File: config.mk
export PLATFORM = sky130hd
export DESIGN_NAME = pipelined_adder_flat
export DESIGN_NICKNAME = d
export VERILOG_FILES = /design/src/rtl/pipelined_adder_if.sv /design/src/rtl/pipelined_adder.sv /design/src/flat_wrapper.sv
export SDC_FILE = /design/constraint.sdc
export NUM_CORES = 1
export LEC_CHECK = 0
export CAP_MARGIN = 20
export CORE_MARGIN = 4
export CORE_UTILIZATION = 46
export CTS_CLUSTER_SIZE = 16
export DETAILED_ROUTE_END_ITERATION = 8
export HOLD_SLACK_MARGIN = 0.02
export PLACE_DENSITY = 0.71
export SYNTH_ARGS = -nofsm -noshare
export SYNTH_HDL_FRONTEND = slang
export SYNTH_SLANG_ARGS = --single-unit
export TNS_END_PERCENT = 100
File: constraint.sdc
create_clock -name clk -period 1.88 [get_ports clk]
set_clock_uncertainty 0.05 [all_clocks]
set_input_delay 0.376 -clock clk [delete_from_list [all_inputs] [get_ports clk]]
set_output_delay 0.376 -clock clk [all_outputs]
set_load 0.01 [all_outputs]
File: src/rtl/pipelined_adder_if.sv
// Streaming handshake bundle for pipelined_adder: operand side (in_*) and result side (out_*).
// The sub select only exists when ADDER_SUB_EN is defined.
interface pipelined_adder_if #(
  parameter int WIDTH = 16
);
  logic             in_valid;
  logic             in_ready;
  logic [WIDTH-1:0] a;
  logic [WIDTH-1:0] b;
  logic             cin;
`ifdef ADDER_SUB_EN
  logic             sub;
`endif
  logic             out_valid;
  logic             out_ready;
  logic [WIDTH-1:0] sum;
  logic             cout;
  logic             ovf;

  // master feeds operands and consumes results; slave is the adder itself
  modport master (
`ifdef ADDER_SUB_EN
    output sub,
`endif
    output in_valid, a, b, cin, out_ready,
    input  in_ready, out_valid, sum, cout, ovf
  );

  modport slave (
`ifdef ADDER_SUB_EN
    input  sub,
`endif
    input  in_valid, a, b, cin, out_ready,
    output in_ready, out_valid, sum, cout, ovf
  );
endinterface

File: src/rtl/pipelined_adder.sv
// Pipelined ripple-carry adder: a WIDTH-bit add split into STAGES chunks, carry registered between stages.
// Define ADDER_SUB_EN to enable the per-transaction subtract select (bus.sub).
module pipelined_adder #(
  parameter int WIDTH  = 16,
  parameter int STAGES = 4
) (
  input logic              clk,
  input logic              rst_n,
  pipelined_adder_if.slave bus
);

  localparam int SAFE_STAGES = (STAGES < 1) ? 1 : STAGES;
  localparam int CHUNK       = WIDTH / SAFE_STAGES;
  localparam int LAST        = SAFE_STAGES - 1;
  localparam int MSB         = WIDTH - 1;

  if ((STAGES < 1) || ((WIDTH % SAFE_STAGES) != 0)) begin : g_bad_cfg
    $error("pipelined_adder: WIDTH (%0d) must be a multiple of STAGES (%0d), STAGES >= 1",
           WIDTH, STAGES);
  end

  logic [SAFE_STAGES-1:0]            valid_q, valid_d;
  logic [SAFE_STAGES-1:0]            carry_q, carry_d;
  logic [SAFE_STAGES-1:0][WIDTH-1:0] a_q, a_d;
  logic [SAFE_STAGES-1:0][WIDTH-1:0] b_q, b_d;
  logic [SAFE_STAGES-1:0][WIDTH-1:0] sum_q, sum_d;
  logic                              ovf_q, ovf_d;

  logic [SAFE_STAGES-1:0]            src_valid;
  logic [SAFE_STAGES-1:0]            src_carry;
  logic [SAFE_STAGES-1:0][WIDTH-1:0] src_a;
  logic [SAFE_STAGES-1:0][WIDTH-1:0] src_b;
  logic [SAFE_STAGES-1:0][WIDTH-1:0] src_sum;

  logic             adv;
  logic [WIDTH-1:0] b_eff;
  logic             cin_eff;
  logic             unused_last_operands;

  // Subtraction is folded in at the input so every stage only ever adds.
`ifdef ADDER_SUB_EN
  assign b_eff   = bus.sub ? ~bus.b : bus.b;
  assign cin_eff = bus.sub ? 1'b1 : bus.cin;
`else
  assign b_eff   = bus.b;
  assign cin_eff = bus.cin;
`endif

  assign adv = !valid_q[LAST] || bus.out_ready;

  always_comb begin
    src_valid = '0;
    src_carry = '0;
    src_a     = '0;
    src_b     = '0;
    src_sum   = '0;
    src_valid[0] = bus.in_valid;
    src_carry[0] = cin_eff;
    src_a[0]     = bus.a;
    src_b[0]     = b_eff;
    for (int k = 1; k < SAFE_STAGES; k++) begin
      src_valid[k] = valid_q[k-1];
      src_carry[k] = carry_q[k-1];
      src_a[k]     = a_q[k-1];
      src_b[k]     = b_q[k-1];
      src_sum[k]   = sum_q[k-1];
    end
  end

  // Whole pipeline moves in lockstep; operands ride along (skew) and finished chunks follow (deskew).
  always_comb begin : stage_adders
    logic [CHUNK:0] chunk_sum;
    chunk_sum = '0;
    valid_d   = valid_q;
    carry_d   = carry_q;
    a_d       = a_q;
    b_d       = b_q;
    sum_d     = sum_q;
    ovf_d     = ovf_q;
    if (adv) begin
      for (int k = 0; k < SAFE_STAGES; k++) begin
        chunk_sum = {1'b0, src_a[k][k*CHUNK +: CHUNK]}
                  + {1'b0, src_b[k][k*CHUNK +: CHUNK]}
                  + {{CHUNK{1'b0}}, src_carry[k]};
        valid_d[k] = src_valid[k];
        carry_d[k] = chunk_sum[CHUNK];
        a_d[k]     = src_a[k];
        b_d[k]     = src_b[k];
        sum_d[k]   = src_sum[k];
        sum_d[k][k*CHUNK +: CHUNK] = chunk_sum[CHUNK-1:0];
      end
      ovf_d = (src_a[LAST][MSB] == src_b[LAST][MSB]) &&
              (sum_d[LAST][MSB] != src_a[LAST][MSB]);
    end
  end

  always_ff @(posedge clk or negedge rst_n) begin
    if (!rst_n) begin
      valid_q <= '0;
      carry_q <= '0;
      a_q     <= '0;
      b_q     <= '0;
      sum_q   <= '0;
      ovf_q   <= 1'b0;
    end else begin
      valid_q <= valid_d;
      carry_q <= carry_d;
      a_q     <= a_d;
      b_q     <= b_d;
      sum_q   <= sum_d;
      ovf_q   <= ovf_d;
    end
  end

  // The last stage's operand copies have no consumer downstream.
  assign unused_last_operands = ^{a_q[LAST], b_q[LAST]};

  assign bus.in_ready  = adv;
  assign bus.out_valid = valid_q[LAST];
  assign bus.sum       = sum_q[LAST];
  assign bus.cout      = carry_q[LAST];
  assign bus.ovf       = ovf_q;

endmodule
File: src/flat_wrapper.sv
// flat-port wrapper written by rule: the top's interface ports become plain ports
module pipelined_adder_flat 
#(
  parameter int WIDTH  = 16,
  parameter int STAGES = 4
)
  (clk, rst_n, bus_in_valid, bus_a, bus_b, bus_cin, bus_out_ready, bus_in_ready, bus_out_valid, bus_sum, bus_cout, bus_ovf);
  pipelined_adder_if #(.WIDTH(WIDTH)) bus_i ();
  input logic clk;
  input logic rst_n;
  input wire logic [$bits(bus_i.in_valid)-1:0] bus_in_valid;
  input wire logic [$bits(bus_i.a)-1:0] bus_a;
  input wire logic [$bits(bus_i.b)-1:0] bus_b;
  input wire logic [$bits(bus_i.cin)-1:0] bus_cin;
  input wire logic [$bits(bus_i.out_ready)-1:0] bus_out_ready;
  output wire logic [$bits(bus_i.in_ready)-1:0] bus_in_ready;
  output wire logic [$bits(bus_i.out_valid)-1:0] bus_out_valid;
  output wire logic [$bits(bus_i.sum)-1:0] bus_sum;
  output wire logic [$bits(bus_i.cout)-1:0] bus_cout;
  output wire logic [$bits(bus_i.ovf)-1:0] bus_ovf;
  assign bus_i.in_valid = bus_in_valid;
  assign bus_i.a = bus_a;
  assign bus_i.b = bus_b;
  assign bus_i.cin = bus_cin;
  assign bus_i.out_ready = bus_out_ready;
  assign bus_in_ready = bus_i.in_ready;
  assign bus_out_valid = bus_i.out_valid;
  assign bus_sum = bus_i.sum;
  assign bus_cout = bus_i.cout;
  assign bus_ovf = bus_i.ovf;
  pipelined_adder #(.WIDTH(WIDTH), .STAGES(STAGES)) u_core (.clk(clk), .rst_n(rst_n), .bus(bus_i));
endmodule
==> results.sh <==
export IMPL_synthCells=457
export IMPL_synth_nets=514
export IMPL_synth_fa_ha_area_share_pct=7.40
export IMPL_synth_simple_gate_area_share_pct=24.9
export IMPL_ff2ff_path_depth=5
export IMPL_path_cells="fa_2, fa_1, a21o_1, a21oi_2, a21oi_1"
export IMPL_holdWs_ps=418
export IMPL_root_buffer="clkbuf_8"
export IMPL_syn_area_um2=4190
export IMPL_irDropWorstVdd_mv=0.551
export IMPL_worstSetupStartpointType="flop"
export IMPL_clk_pin_slew_ps=90
export IMPL_cts_max_level=3
export IMPL_synth_compound_area_share_pct=4.65
export IMPL_drive_gt1_share_pct=7.59
export IMPL_min_period_ps=1820
export IMPL_dieWidth_um=103
export IMPL_fin_crit_sh_pct=96.6
export IMPL_syn_avg_cell_area_um2=9.18
export IMPL_mostFrequentLayoutCells="nand2_1 (243), dfrtp_1 (97), clkdlybuf4s50_1 (53), buf_4 (16), a21oi_1 (13)"
export IMPL_drv_cap=0
export IMPL_finalNonFillerCells=635
export IMPL_hold_viol=0
export IMPL_tns_ps=0
export IMPL_nFillCells=759
export IMPL_wire_per_inst_um=12.3
export IMPL_floorplan_initialDensity_pct=47.6
export IMPL_nets=579
export IMPL_hpwl_um=5520
export IMPL_firstDrtPassIters=4
export IMPL_ys_seq_area_share_pct=57.9
export IMPL_worstPathArrival_ps=2000
export IMPL_grt_pass1_wl_um=13400
export IMPL_via_per_inst=4.78
export IMPL_tightest_slew_ps=430
export IMPL_path_depth=5
export IMPL_cts_buffers=9
export IMPL_setup_viol=0
export IMPL_highest_layer="met4"
export IMPL_status="finished clean"
export IMPL_clkLatencyLatePin_ps=360
export IMPL_muxShareOfSynthArea_pct=0.716
export IMPL_globalplace_congestion=0.789
export IMPL_relSlewSlack_pct=71.3
export IMPL_fp_coreArea_um2=8810
export IMPL_grt_total_usage_pct=15.8
export IMPL_dpl_cell_count=617
export IMPL_io_buffer_count=56
export IMPL_worstPathMaxFanout=2
export IMPL_antenna_cells=0
export IMPL_overflow=0
export IMPL_synth_top_family_by_area="simple AND/OR/NAND/NOR gates"
export IMPL_cts_sinks=97
export IMPL_min_path_cells=1
export IMPL_areaGrowthSynthToFinish_pct=24.9
export IMPL_io_pins=57
export IMPL_grt_max_degree=43
export IMPL_multi_input_area_um2=1620
export IMPL_antenna_found_initial=0
export IMPL_end_kind="flop"
export IMPL_synth_xor_area_share_pct=0.835
export IMPL_clockBufferDepth=2
export IMPL_drt_iter0_drc=84
export IMPL_cts_tree="built"
export IMPL_ys_warn_count=0
export IMPL_ys_ff_latch=97
export IMPL_num_vias=3033
export IMPL_drv_slew=0
export IMPL_path_buf_inv=0
export IMPL_crit_type="flop to flop"
export IMPL_cp_slowest_cell="dfrtp_1"
export IMPL_dr_wl_met3_um=263
export IMPL_route_detailed_drc=0
export IMPL_grt_pass1_vias=2999
export IMPL_layout_commonest_cell="nand2_1"
export IMPL_max_freq_mhz=551
export IMPL_fin_util_pct=59.5
export IMPL_power_leakage_nw=2.69
export IMPL_dieArea_um2=10700
export IMPL_rows=34
export IMPL_crit_family="adder cells"
export IMPL_fp_dieH_um=103
export IMPL_ant_nets=0
export IMPL_regArea_um2=2430
export IMPL_hold_path_class="flop to flop"
export IMPL_cpPeakStageDelay_ps=420
export IMPL_total_power_mw=8.36
export IMPL_rsz0062_at_grt="false"
export IMPL_ys_types=26
export IMPL_required_ps=2060
export IMPL_wl_met2_um=3640
export IMPL_powerDensity_nw_per_um2=1600
export IMPL_routed_wl_um=7830
export IMPL_met1_length_um=3750
report_power, final:
part,leakage [nW],internal [mW],switching [mW]
clock,0.130,1.02,0.727
sequential,1.17,2.99,0.528
combinational,1.39,1.49,1.61
synth_stat cells:
| cell | count | area, um2 |
|---|---|---|
| inv_2 | 1 | 3.75 |
| nand3_1 | 4 | 20.0 |
| xor2_1 | 2 | 17.5 |
| nor2b_4 | 1 | 13.8 |
| o21ai_0 | 6 | 30.0 |
| xnor2_1 | 2 | 17.5 |
| ha_1 | 12 | 150 |
| a211oi_1 | 2 | 15.0 |
| mux2i_1 | 3 | 30.0 |
| nand2b_1 | 1 | 6.26 |
| inv_1 | 12 | 45.0 |
| a21boi_0 | 2 | 15.0 |
| o2111ai_1 | 3 | 26.3 |
| or4_1 | 3 | 22.5 |
| o31ai_1 | 1 | 7.51 |
| clkbuf_1 | 11 | 41.3 |
| buf_2 | 8 | 40.0 |
| fa_1 | 8 | 160 |
| buf_6 | 2 | 22.5 |
| o41ai_1 | 1 | 8.76 |
| dfrtp_1 | 97 | 2430 |
| nor2b_1 | 5 | 31.3 |
| nand2_1 | 243 | 912 |
| a21oi_1 | 14 | 70.1 |
| a21o_1 | 3 | 22.5 |
| nor2_1 | 10 | 37.5 |
per-layer routing:
metal | vias up | global-route usage [%]
met5 | - | 0
met4 | 0 | 7.07
met3 | 10 | 2.21
met2 | 48 | 26.2
met1 | 1428 | 20.8
li1 | 1547 | -
cell type report:
type                       instances  area share, %
tap                              108           2.58
inverter                          13          0.955
timing repair buffer              75           14.1
clock buffer                       9           2.36
multi-input combinational        326           31.0
sequential                        97           46.3
clock inverter                     7           2.70
cells by family after synthesis:
logic type | after synthesis
xor+xnor | 4
flops | 97
mux | 3
buf+inv | 34
compound gates | 32
simple gates | 267
fa+ha+maj | 20
stage by stage:
stage               area (um2)  setup slack, ps
floorplan                 4190             67.8
global placement          4950             -133
detailed placement        4950             -137
CTS                       5230             16.7
global route              5240             2.54
finish                    5240             64.1
final timing paths:
check	from	endpoint	slack, ps
max reg2reg	u_core.b_q[24]	u_core.carry_q[2]	60
max	u_core.b_q[24]	u_core.carry_q[2]	60
min	u_core.valid_q[2]	u_core.valid_q[3]	420
min reg2reg	u_core.valid_q[2]	u_core.valid_q[3]	420
max in group asynchronous	rst_n	u_core.src_sum[56]	770
min in group asynchronous	rst_n	u_core.src_sum[54]	440
worst register-to-register path: stages, from the launching register on:
cell and delay (ps):
dfrtp_1 420, fa_2 410, fa_1 400, a21o_1 200, a21oi_2 140, a21oi_1 70
timing repair:
action                                 in CTS  in global routing
buffers inserted                            0                  1
gates cloned                                0                  0
setup endpoints to repair                   3                  1
hold buffers                                1                  0
resized for setup                           4                  1
endpoints found under the hold margin      28                  0
registers in the layout (all words and copies together) (netlist names):
name            cells
u_core.valid_q      4
u_core.b_q         24
u_core.src_sum     24
u_core.carry_q      4
u_core.bus.sum     16
u_core.a_q         24
u_core.bus.ovf      1
No activity file was read; power rests on OpenSTA's default activity.
